`config.mk`:
```
export PLATFORM = sky130hd
export DESIGN_NAME = line_tracker_fsm
export DESIGN_NICKNAME = d
export VERILOG_FILES = /design/src/rtl/tracker_pkg.sv /design/src/rtl/sensor_filter.sv /design/src/rtl/line_tracker_fsm.sv
export SDC_FILE = /design/constraint.sdc
export NUM_CORES = 1
export LEC_CHECK = 0
export CAP_MARGIN = 30
export CELL_PAD_IN_SITES_DETAIL_PLACEMENT = 0
export CELL_PAD_IN_SITES_GLOBAL_PLACEMENT = 1
export CORE_UTILIZATION = 52
export DETAILED_ROUTE_END_ITERATION = 10
export PLACE_DENSITY = 0.92
export SYNTH_ARGS = -nofsm -noshare
export SYNTH_HDL_FRONTEND = slang
export SYNTH_SLANG_ARGS = --single-unit
export TNS_END_PERCENT = 30
```
`constraint.sdc`:
```
create_clock -name clk -period 4.35 [get_ports clk]
set_input_delay 0.6525 -clock clk [delete_from_list [all_inputs] [get_ports clk]]
set_output_delay 0.6525 -clock clk [all_outputs]
set_load 0.02 [all_outputs]
```
`src/rtl/tracker_pkg.sv`:
```
// Shared encodings for the line tracker: steering codes (also used by the
// drive decoder), last-seen side, and tracker FSM states.
package tracker_pkg;

    localparam logic [2:0] CMD_TURN_LEFT   = 3'b000;
    localparam logic [2:0] CMD_TURN_RIGHT  = 3'b001;
    localparam logic [2:0] CMD_GO_STRAIGHT = 3'b010;
    localparam logic [2:0] CMD_STOP        = 3'b011;
    localparam logic [2:0] CMD_SHARP_LEFT  = 3'b100;
    localparam logic [2:0] CMD_SHARP_RIGHT = 3'b101;

    typedef enum logic [1:0] {
        SIDE_LEFT   = 2'd0,
        SIDE_CENTER = 2'd1,
        SIDE_RIGHT  = 2'd2
    } side_t;

    typedef enum logic [1:0] {
        FSM_IDLE  = 2'd0,
        FSM_TRACK = 2'd1,
        FSM_LOST  = 2'd2,
        FSM_HALT  = 2'd3
    } fsm_t;

    // Pattern is {left, mid, right}; 101 (and 000) keep the previous command.
    function automatic logic [2:0] decode_cmd(input logic [2:0] pattern, input logic [2:0] prev);
        case (pattern)
            3'b010, 3'b111: decode_cmd = CMD_GO_STRAIGHT;
            3'b110:         decode_cmd = CMD_TURN_LEFT;
            3'b011:         decode_cmd = CMD_TURN_RIGHT;
            3'b100:         decode_cmd = CMD_SHARP_LEFT;
            3'b001:         decode_cmd = CMD_SHARP_RIGHT;
            default:        decode_cmd = prev;
        endcase
    endfunction

    function automatic side_t decode_side(input logic [2:0] pattern, input side_t prev);
        case (pattern)
            3'b010, 3'b111: decode_side = SIDE_CENTER;
            3'b110, 3'b100: decode_side = SIDE_LEFT;
            3'b011, 3'b001: decode_side = SIDE_RIGHT;
            default:        decode_side = prev;
        endcase
    endfunction

    function automatic logic [2:0] recover_cmd(input side_t side);
        case (side)
            SIDE_LEFT:  recover_cmd = CMD_SHARP_LEFT;
            SIDE_RIGHT: recover_cmd = CMD_SHARP_RIGHT;
            default:    recover_cmd = CMD_GO_STRAIGHT;
        endcase
    endfunction

endpackage

```
`src/rtl/sensor_filter.sv`:
```
// One IR sensor channel: 2-FF synchroniser, then a tick-sampled run-length
// filter that only flips the output after FILT_LEN consecutive disagreeing samples.
module sensor_filter #(
    parameter int FILT_LEN = 4
) (
    input  logic clk,
    input  logic rst,
    input  logic tick,
    input  logic raw,
    output logic filtered
);

    localparam logic [3:0] FILT_MAX = 4'(FILT_LEN);

    logic       sync1_reg, sync2_reg;
    logic [3:0] cnt_reg;
    logic [3:0] cnt_inc;
    logic       filt_reg;

    assign cnt_inc  = cnt_reg + 4'd1;
    assign filtered = filt_reg;

    always_ff @(posedge clk or posedge rst) begin
        if (rst) begin
            sync1_reg <= 1'b0;
            sync2_reg <= 1'b0;
            cnt_reg   <= 4'd0;
            filt_reg  <= 1'b0;
        end else begin
            sync1_reg <= raw;
            sync2_reg <= sync1_reg;
            if (tick) begin
                if (sync2_reg == filt_reg) begin
                    cnt_reg <= 4'd0;
                end else if (cnt_inc == FILT_MAX) begin
                    filt_reg <= sync2_reg;
                    cnt_reg  <= 4'd0;
                end else begin
                    cnt_reg <= cnt_inc;
                end
            end
        end
    end

endmodule

```
`src/rtl/line_tracker_fsm.sv`:
```
// Line tracker: filters the three IR sensors and produces the registered
// steering command, with lost-line recovery towards the last seen side.
module line_tracker_fsm
    import tracker_pkg::*;
#(
    parameter int SAMPLE_DIV   = 100000,
    parameter int FILT_LEN     = 4,
    parameter int LOST_TIMEOUT = 500
) (
    input  logic       clk,
    input  logic       rst,
    input  logic       left_signal,
    input  logic       mid_signal,
    input  logic       right_signal,
    output logic [2:0] state,
    output logic       lost,
    output logic       state_chg
);

    localparam int          TW           = $clog2(SAMPLE_DIV);
    localparam logic [TW-1:0] TICK_LAST  = TW'(SAMPLE_DIV - 1);
    localparam logic [15:0] TIMEOUT_LAST = 16'(LOST_TIMEOUT - 1);

    logic [TW-1:0] tick_cnt_reg;
    logic          tick;
    logic [2:0]    raw;
    logic [2:0]    pattern;

    fsm_t          fsm_reg, fsm_next;
    side_t         side_reg, side_next;
    logic [15:0]   timer_reg, timer_next;
    logic [2:0]    state_reg, state_next;
    logic          lost_reg, lost_next;
    logic          chg_reg;

    assign tick = (tick_cnt_reg == TICK_LAST);

    always_ff @(posedge clk or posedge rst) begin
        if (rst) begin
            tick_cnt_reg <= '0;
        end else if (tick) begin
            tick_cnt_reg <= '0;
        end else begin
            tick_cnt_reg <= tick_cnt_reg + 1'b1;
        end
    end

    assign raw = {left_signal, mid_signal, right_signal};

    genvar gi;
    generate
        for (gi = 0; gi < 3; gi++) begin : g_filter
            sensor_filter #(.FILT_LEN(FILT_LEN)) u_filter (
                .clk      (clk),
                .rst      (rst),
                .tick     (tick),
                .raw      (raw[gi]),
                .filtered (pattern[gi])
            );
        end
    endgenerate

    always_comb begin
        fsm_next   = fsm_reg;
        side_next  = side_reg;
        timer_next = timer_reg;
        state_next = state_reg;
        case (fsm_reg)
            FSM_TRACK: begin
                if (pattern == 3'b000) begin
                    fsm_next   = FSM_LOST;
                    timer_next = 16'd0;
                    state_next = recover_cmd(side_reg);
                end else begin
                    state_next = decode_cmd(pattern, state_reg);
                    side_next  = decode_side(pattern, side_reg);
                end
            end
            FSM_LOST: begin
                // Reacquiring the line takes priority over the timeout.
                if (pattern != 3'b000) begin
                    fsm_next   = FSM_TRACK;
                    timer_next = 16'd0;
                    state_next = decode_cmd(pattern, state_reg);
                    side_next  = decode_side(pattern, side_reg);
                end else begin
                    state_next = recover_cmd(side_reg);
                    if (tick) begin
                        timer_next = timer_reg + 16'd1;
                        if (timer_reg == TIMEOUT_LAST) begin
                            fsm_next   = FSM_HALT;
                            state_next = CMD_STOP;
                        end
                    end
                end
            end
            default: begin  // IDLE and HALT both wait for any line
                state_next = CMD_STOP;
                if (pattern != 3'b000) begin
                    fsm_next   = FSM_TRACK;
                    timer_next = 16'd0;
                    state_next = decode_cmd(pattern, CMD_STOP);
                    side_next  = decode_side(pattern, side_reg);
                end
            end
        endcase
        lost_next = (fsm_next == FSM_LOST) || (fsm_next == FSM_HALT);
    end

    always_ff @(posedge clk or posedge rst) begin
        if (rst) begin
            fsm_reg   <= FSM_IDLE;
            side_reg  <= SIDE_CENTER;
            timer_reg <= 16'd0;
            state_reg <= CMD_STOP;
            lost_reg  <= 1'b0;
            chg_reg   <= 1'b0;
        end else begin
            fsm_reg   <= fsm_next;
            side_reg  <= side_next;
            timer_reg <= timer_next;
            state_reg <= state_next;
            lost_reg  <= lost_next;
            chg_reg   <= (state_next != state_reg);
        end
    end

    assign state     = state_reg;
    assign lost      = lost_reg;
    assign state_chg = chg_reg;

endmodule
```
## Word-level counts from Yosys, hierarchy flattened

Cells that the tools add are included.

| word-level totals | value |
|---|---|
| bits in registers | 63 |
| bits of input ports | 5 |
| word-level logic and storage cells | 95 |

| operators by class | value |
|---|---|
| add/subtract/negate cells | 5 |
| equal/unequal tests | 23 |
| multiplexer cells | 31 |
| bitwise logic cells | 3 |
| reductions and logical operators | 14 |

Operator list:

| operator | count |
|---|---|
| 2-to-1 mux 16 bit | 4 |
| case mux 16 bit (2 select lines) | 1 |
| case mux 3 bit (5 select lines) | 2 |
| 2-to-1 mux 4 bit | 6 |
| adder 17 x 1 -> 17 bit (second input constant) | 1 |
| == test 17 bit (second input constant) | 1 |
| 2-to-1 mux 17 bit | 1 |
| adder 16 x 1 -> 16 bit (second input constant) | 1 |
| == test 16 x 9 -> 1 bit (second input constant) | 1 |
| 2-to-1 mux 2 bit | 8 |
| 2-to-1 mux 3 bit | 5 |
| adder 4 x 1 -> 4 bit (second input constant) | 3 |
| == test 4 x 3 -> 1 bit (second input constant) | 3 |
| case mux 3 bit (2 select lines) | 2 |
| AND reduction 3 bit | 4 |
| == test 3 bit (second input constant) | 3 |
| == test 2 bit (second input constant) | 4 |
| == test 3 x 2 -> 1 bit (second input constant) | 2 |
| case mux 2 bit (3 select lines) | 1 |
| nonzero test 3 bit | 2 |
| OR reduction 2 bit | 3 |
| != test 2 bit (second input constant) | 2 |
| case mux 2 bit (2 select lines) | 1 |
| == test 1 bit | 3 |
| 10 further kinds | 12 |

## Longest topological paths before layout

Gate-level depths: netlist of the first run.

| logic depth | value |
|---|---|
| word-level depth | 7 |
| gate-level depth with buffers | 9 |
| gate-level depth less buffers | 7 |

## Modules after synthesis

Synthesis of the first run repeated with hierarchy kept, for this count alone.

| unflattened totals | value |
|---|---|
| cell total of the unflattened synthesis | 356 |
| area, all modules | 3563.4 um^2 |

By module, submodules not included:

| module | instances | cells an instance | area each (um^2) | sequential area each (um^2) |
|---|---|---|---|---|
| line_tracker_fsm | 1 | 275 | 2549.9 | 1029.7 |
| sensor_filter | 3 | 27 | 337.8 | 175.2 |

## Worst setup path before layout of the first run

No wires, ideal clock.

| timing path | value |
|---|---|
| path type | register -> register |
| start | register fsm_reg[1] |
| end | register timer_reg[9] |
| library setup time | 0.080 ns |
| data arrival time | 2.153 ns |
| required time | 4.270 ns |
| path slack | 2.118 ns |
| stages on the path, launching flop included | 8 |
| path buffers | 1 |
| period minus slack after synthesis | 2.232 ns |
| path through | dfrtp_1 ha_1 buf_2 nand2b_1 mux2i_1 a31oi_2 or4_1 a21oi_1 |

| between the ends | value |
|---|---|
| longest elaborated chain between the ends | 3 |

Ends and longest elaborated chain:

| element | line | RTL |
|---|---|---|
| start, declared | line_tracker_fsm.sv:29 | `fsm_t fsm_reg, fsm_next;` |
| start signal, assigned | line_tracker_fsm.sv:119 | `fsm_reg <= fsm_next;` |
| == test 2 bit or == test 2 x 1 -> 1 bit (tied branches) | line_tracker_fsm.sv:68 | `case (fsm_reg)` |
| != test 3 x 2 -> 1 bit (no source line) (tied with other cells) | -- |  |
| AND reduction 3 bit (no source line) | -- |  |
| end signal, assigned | line_tracker_fsm.sv:121 | `timer_reg <= timer_next;` |
| end, declared | line_tracker_fsm.sv:31 | `logic [15:0] timer_reg, timer_next;` |

Several ways; a longest one is shown, not always the timed one.
A chain may end at the register's enable or synchronous reset.

## Worst setup path after layout of the first run

Same ends and word-level chain as after synthesis.

==> results.cfg, run 1 <==
[sta]
rsz0062_at_grt = false
clock.fmax_ghz = 0.389
final.setup.tns_ps = 0
timing.max_slew.rel_slack_pct = 50.8
finalHoldViolCount = 0
finalSetupViolations = 0
worst_slack_ps = 1780
final_max_slew_viol_count = 0
worst_clock_skew_ps = 16.0
period_share_pct = 59.1
worstMarginPinSlew_ps = 732
min_period_ps = 2570

[floorplan]
top_level_i_o_count = 10
dieHeight_um = 82.9
floorplan.die.width_um = 82.9
floorplan.core_area_um2 = 6350
floorplan.die_area_um2 = 6870
placementRows = 29
floorplan.initialDensity_pct = 53.6

[final_layout]
postLayoutCellArea_um2 = 3780
antenna_cells_inserted = 0
fin_util_pct = 59.5
post_route_cells_drive_above_1_share_pct = 10.0
final_nets = 377
layout-area-overhead-vs-synth_pct = 11.1
largest_register_ff_count = 17

[yosys]
synth_mux_area_share_pct = 3.42
yosys_register_bits = 62
dominant_combinational_cell_family_by_area_after_synthesis = simple AND/OR/NAND/NOR gates
yosys.area_share.xor_xnor_pct = 5.66
ys.flop_type = sky130_fd_sc_hd__dfrtp_1
yosys.cell_types.count = 57
synth-edff-count = 0
netlist_area_um2 = 3400
synth_area_per_cell_um2 = 9.50
yosysWarnings = 0
synth_net_count = 371
post_synth_and_or_nand_nor_area_fraction_pct = 23.9
synth_compound_gate_area_share_pct = 14.4
synth_instances = 358
synth-adder-area-share_pct = 3.24
synth-seq-area-share_pct = 45.7
synth-async-reset-ratio_pct = 100

[hold_path]
hold_path.class = reg2reg
hold_path_startpoint = g_filter[2].u_filter.sync1_reg$_DFF_PP0_

[power_and_ir_drop]
powerDensity_nw_per_um2 = 313
vdd_drop_max_uv = 226
power_leakage_uw = 0.00164

[clock_network]
clkSlewWorstSetupHoldPaths_ps = 80
clkLatencyLatePin_ps = 340
tritoncts = done
cts_setup_buffers = 0
cts-buffers-inserted = 9
root_buffer = sky130_fd_sc_hd__clkbuf_8
cts_resized = 0
clock-sinks = 62
hold_buffers = 0
clock_tree.htree_level_count = 3
clk_path_buf_depth = 2

[routing]
ant_nets = 0
dr.pass1.iters = 5
remaining_drc_errors = 0
wire_per_inst_um = 15.5
drt_iter0_drc = 278
detailroute.via_count = 2714
via_per_inst = 6.09
wire_length_after_detailed_routing_um = 6920

[worst_setup_path]
start_kind = flop
required_time_at_the_endpoint_of_the_critical_path_ps = 4620
setup.worst_path.end_class = flop
crit_start = fsm_reg[1]$_DFF_PP0_
reg2reg_from = fsm_reg[1]$_DFF_PP0_
critical_path_arrival_ps = 2840
crit_fanout = 19
timing_worst_setup_path_type = reg2reg

[placed_design]
post_dp_cell_area_um2 = 3550
finalWeightedCongestion = 0.815
post_dp_hpwl_um = 4710
post-place-ws_ps = 1800
place.port_buffers = 9

[global_routing]
grt_start_max_net_pins = 37
gr-total-overflow = 0
antenna_found_initial = 0
global_route.usage.total_pct = 21.7
first_global_vias = 2561
global_route_wire_length_before_repair_um = 12100

[flow_run]
max-cap-violations = 0

[outcome]
outcome = finished, final reports clean
-- through the flow --
stage | total power, µW | instances | hold slack [ps]
5_1_grt | 1220 | 446 | 356
4_1_cts | 1190 | 446 | 350
3_5_place_dp | 613 | 430 | 335
2_1_floorplan | 602 | 358 | 331
3_3_place_gp | 611 | 429 | 334
6_report | 1180 | 446 | 349
-- worst paths after layout --
kind | endpoint | slack (ps) | cells past startpoint
worst min-delay path | g_filter[2].u_filter.sync2_reg$_DFF_PP0_ | 350 | 0
max in group asynchronous | side_reg[0]$_DFFE_PP1P_ | 2980 | 4
worst max-delay path | timer_reg[9]$_DFFE_PP0P_ | 1780 | 6
worst max register to register | timer_reg[9]$_DFFE_PP0P_ | 1780 | 6
worst min register to register | g_filter[2].u_filter.sync2_reg$_DFF_PP0_ | 350 | 0
min in group asynchronous | tick_cnt_reg[14]$_DFF_PP0_ | 560 | 2
-- layout by cell type (no fill, tap or decap), types with 3 or more instances in the layout --
master and count:
sky130_fd_sc_hd__a21o_1 3, sky130_fd_sc_hd__a21oi_1 14, sky130_fd_sc_hd__a22o_1 4, sky130_fd_sc_hd__a31oi_1 8, sky130_fd_sc_hd__and4_1 4, sky130_fd_sc_hd__buf_4 4
sky130_fd_sc_hd__clkbuf_8 11, sky130_fd_sc_hd__clkdlybuf4s50_1 9, sky130_fd_sc_hd__dfrtp_1 59, sky130_fd_sc_hd__dfstp_2 3, sky130_fd_sc_hd__ha_1 8, sky130_fd_sc_hd__inv_1 10
sky130_fd_sc_hd__mux2_2 5, sky130_fd_sc_hd__mux2i_1 6, sky130_fd_sc_hd__nand2_1 38, sky130_fd_sc_hd__nand2b_1 7, sky130_fd_sc_hd__nand3_1 19, sky130_fd_sc_hd__nand3b_1 3
sky130_fd_sc_hd__nand4_1 11, sky130_fd_sc_hd__nor2_1 26, sky130_fd_sc_hd__nor3_1 6, sky130_fd_sc_hd__nor3b_1 4, sky130_fd_sc_hd__nor4_1 8, sky130_fd_sc_hd__o21ai_0 14
sky130_fd_sc_hd__o31ai_1 8, sky130_fd_sc_hd__or3_1 8, sky130_fd_sc_hd__xnor2_1 10, sky130_fd_sc_hd__xor2_1 12
-- critical path, cell delays in order (launching register included) --
cell and delay, ps:
sky130_fd_sc_hd__dfrtp_1 440, sky130_fd_sc_hd__ha_1 460, sky130_fd_sc_hd__nand2b_1 280, sky130_fd_sc_hd__mux2i_1 480
sky130_fd_sc_hd__a31oi_2 140, sky130_fd_sc_hd__or4_1 550, sky130_fd_sc_hd__a21oi_1 150
-- routing by layer --
layer  routed length [µm]  vias up  global-route usage, %
li1                     -     1307                      -
met1                 3290     1321                   29.9
met2                 3240       74                   33.5
met3                  290       12                   5.27
met4                  100        0                   7.68
met5                    0        -                      0
-- cells in the mapped netlist, drive strengths merged (8+ instances only) --
cell	count	area share, %
nor4	8	1.5
nor2	26	2.9
o31ai	8	1.8
a31oi	9	1.8
clkbuf	10	1.1
nand3	19	2.8
dfrtp	59	43
xor2	12	3.1
xnor2	10	2.6
or3	8	1.5
inv	11	1.2
a21oi	14	2.1
buf	9	1.4
nand4	11	2.0
o21ai	14	2.1
ha	8	2.9
nand2	38	4.2
-- layout make-up --
| type | count | area [µm²] |
|---|---|---|
| Fill cell | 537 | 2570 |
| Multi-Input combinational cell | 266 | 1720 |
| Timing Repair Buffer | 14 | 140 |
| Clock inverter | 4 | 70.1 |
| Tap cell | 77 | 96.3 |
| Inverter | 11 | 41.3 |
| Clock buffer | 12 | 155 |
| Sequential cell | 62 | 1560 |
-- power breakdown --
group | switching (µW) | internal [µW]
Combinational | 13.7 | 7.27
Sequential | 1.17 | 579
Clock | 228 | 353
Total | 242 | 939
-- logic make-up after synthesis --
| family | after synthesis |
|---|---|
| fa+ha+maj | 9 |
| buf+inv | 30 |
| mux | 11 |
| flops | 62 |
| simple gates | 151 |
| compound gates | 73 |
| xor+xnor | 22 |
Power figures use the tool's default switching activity.
==> inputs of run 2 (changes only) <==
CORE_UTILIZATION = 48   (was 52)
PLACE_DENSITY = 0.86   (was 0.92)
clock period = 2.4 ns   (was 4.35 ns; I/O delays follow)
==> run 2 against run 1 <==
Sequential cell count stayed put. Clock power grew 78%. Register-to-register slack got worse by 1600 ps. Global-route usage fell by 0.77 points. Wire length increased by 2.6%. Via count rose by 0.11%. Design area up 2.5%. Clock skew decreased by 9.3 ps. Worst hold slack better by 1.3 ps. Critical path type unchanged.
==> results.cfg, run 2 (same netlist as run 1, synthesis figures left out) <==
[floorplan]
top_level_i_o_count = 10
floorplan.die.width_um = 86.2
floorplan.core_area_um2 = 6830
placementRows = 30
dieHeight_um = 86.2
floorplan.initialDensity_pct = 49.8
floorplan.die_area_um2 = 7430

[routing]
remaining_drc_errors = 0
drt_iter0_drc = 197
wire_length_after_detailed_routing_um = 7100
detailroute.via_count = 2717
wire_per_inst_um = 14.9
via_per_inst = 5.72
dr.pass1.iters = 4
ant_nets = 0

[sta]
final_max_slew_viol_count = 0
period_share_pct = 92.3
timing.max_slew.rel_slack_pct = 65.6
final.setup.tns_ps = 0
rsz0062_at_grt = false
finalSetupViolations = 0
clock.fmax_ghz = 0.452
worst_clock_skew_ps = 6.67
worst_slack_ps = 185
min_period_ps = 2210
finalHoldViolCount = 0
worstMarginPinSlew_ps = 515

[final_layout]
antenna_cells_inserted = 0
finalNonFillerCells = 475
layout-area-overhead-vs-synth_pct = 13.9
most-common-layout-cells = sky130_fd_sc_hd__dfrtp_1 (59), sky130_fd_sc_hd__nand2_1 (38), sky130_fd_sc_hd__nor2_1 (26), sky130_fd_sc_hd__nand3_1 (19)
final_nets = 387
post_route_cells_drive_above_1_share_pct = 12.4
largest_register_ff_count = 17
postLayoutCellArea_um2 = 3880
layout_commonest_cell = sky130_fd_sc_hd__dfrtp_1

[power_and_ir_drop]
power_leakage_uw = 0.00168
powerDensity_nw_per_um2 = 547
power.total_uw = 2120
vdd_drop_max_uv = 410
power.switching_uw = 462
internal_power_uw = 1660
sequentialPowerShare_pct = 49.6
sw_frac_of_total_pct = 21.8
comb_power_share_pct = 1.8
power_frac_clock_pct = 48.5

[placed_design]
post-place-ws_ps = 158
post_dp_cell_area_um2 = 3650
place.port_buffers = 9
post-place-cells = 458
post_dp_hpwl_um = 4780
finalWeightedCongestion = 0.844

[worst_setup_path]
worst_r2r_path_depth = 6
timing_worst_setup_path_type = reg2reg
worst_path_dominant_cell_family = simple AND/OR/NAND/NOR gates
critPathMaxStageDelay_ps = 520
crit_fanout = 6
timing.critical_path.mode_cell = sky130_fd_sc_hd__and4_1
required_time_at_the_endpoint_of_the_critical_path_ps = 2670
worstPathBufferInverterCount = 0
worst_path_max_delay_cell = sky130_fd_sc_hd__or4_1
reg2reg_setup_slack_ps = 190
critical_path_arrival_ps = 2480
worstPathCellList = ha_1 -> and4_1 -> and4_1 -> a31oi_2 -> or4_1 -> a21oi_1
reg2reg_from = tick_cnt_reg[0]$_DFF_PP0_
setup.worst_path.end_class = flop
start_kind = flop
r2r_endpoint = timer_reg[7]$_DFFE_PP0P_

[global_routing]
grt_start_max_net_pins = 40
top_usage_layer_grt = met2
global_route.usage.total_pct = 20.9
first_global_vias = 2513
grt_util_met3_pct = 5.71
grtUsageMet1_pct = 29.4
gr-total-overflow = 0
globalRouteMet2Util_pct = 31.9
global_route_wire_length_before_repair_um = 12000
antenna_found_initial = 0

[clock_network]
cts-buffers-inserted = 9
clkSlewWorstSetupHoldPaths_ps = 70
clk_path_buf_depth = 2
clock-sinks = 62
clkLatencyLatePin_ps = 340
tritoncts = done
clock_tree.htree_level_count = 3
root_buffer = sky130_fd_sc_hd__clkbuf_8
cts_resized = 0

[hold_path]
hold_path_startpoint = g_filter[0].u_filter.sync1_reg$_DFF_PP0_
whs_path_depth = 0
hold_end = g_filter[0].u_filter.sync2_reg$_DFF_PP0_
hold_path.class = reg2reg

[outcome]
outcome = finished, final reports clean

[flow_run]
max-cap-violations = 0
run 2: power by group through the flow:
stage | registers, µW | clock network, µW | logic, µW
floorplan | 1070 | 0 | 20.6
global placement | 1070 | 0 | 39.4
detailed placement | 1070 | 0 | 40.2
CTS | 1050 | 1060 | 40.5
global route | 1050 | 1100 | 44.9
finish | 1050 | 1030 | 38.3
run 2: routing by layer:
layer | wire length (µm) | vias to the layer above
met3 | 266 | 7
met4 | 74 | 0
li1 | - | 1334
met1 | 3540 | 1329
met5 | 0 | -
met2 | 3220 | 47
run 2: final cells by class:
| type | instances | area (µm²) |
|---|---|---|
| fill | 607 | 2960 |
| multi-input combinational | 266 | 1720 |
| sequential | 62 | 1560 |
| timing repair buffer | 24 | 215 |
| clock buffer | 10 | 128 |
| tap | 96 | 120 |
| clock inverter | 6 | 95.1 |
| inverter | 11 | 41.3 |
run 2: worst max path at each step:
| stage | slack [ps] | end | from | cells past startpoint |
|---|---|---|---|---|
| global placement | 280 | timer_reg[15]$_DFFE_PP0P_ | tick_cnt_reg[0]$_DFF_PP0_ | 6 |
| global route | 20 | timer_reg[7]$_DFFE_PP0P_ | tick_cnt_reg[0]$_DFF_PP0_ | 6 |
| CTS | 140 | timer_reg[15]$_DFFE_PP0P_ | tick_cnt_reg[0]$_DFF_PP0_ | 6 |
| detailed placement | 160 | timer_reg[15]$_DFFE_PP0P_ | tick_cnt_reg[0]$_DFF_PP0_ | 6 |
| floorplan | 170 | timer_reg[9]$_DFFE_PP0P_ | fsm_reg[1]$_DFF_PP0_ | 7 |
| finish | 190 | timer_reg[7]$_DFFE_PP0P_ | tick_cnt_reg[0]$_DFF_PP0_ | 6 |
run 2: worst register-to-register path: stages (launching register included):
cell                      delay, ps
sky130_fd_sc_hd__dfrtp_1        390
sky130_fd_sc_hd__ha_1           240
sky130_fd_sc_hd__and4_1         290
sky130_fd_sc_hd__and4_1         360
sky130_fd_sc_hd__a31oi_2        190
sky130_fd_sc_hd__or4_1          520
sky130_fd_sc_hd__a21oi_1        150
run 2: what timing repair did:
action | in CTS | in global routing
setup buffers | 0 | 1
setup endpoints to repair | 0 | 1
hold buffers | 0 | 0
run 2: through the flow:
| stage | util, % | hold WS, ps |
|---|---|---|
| after global placement | 53.4 | 332 |
| after CTS | 56.6 | 355 |
| after global routing | 56.7 | 362 |
| final | 56.7 | 350 |
| after detailed placement | 53.4 | 336 |
| after floorplan | - | 331 |
==> inputs of run 3 (changes only) <==
CTS_CLUSTER_SIZE = 8   (was not set)
==> results of run 3 <==
Final layout, timing and power as in run 2 (identical DEF).
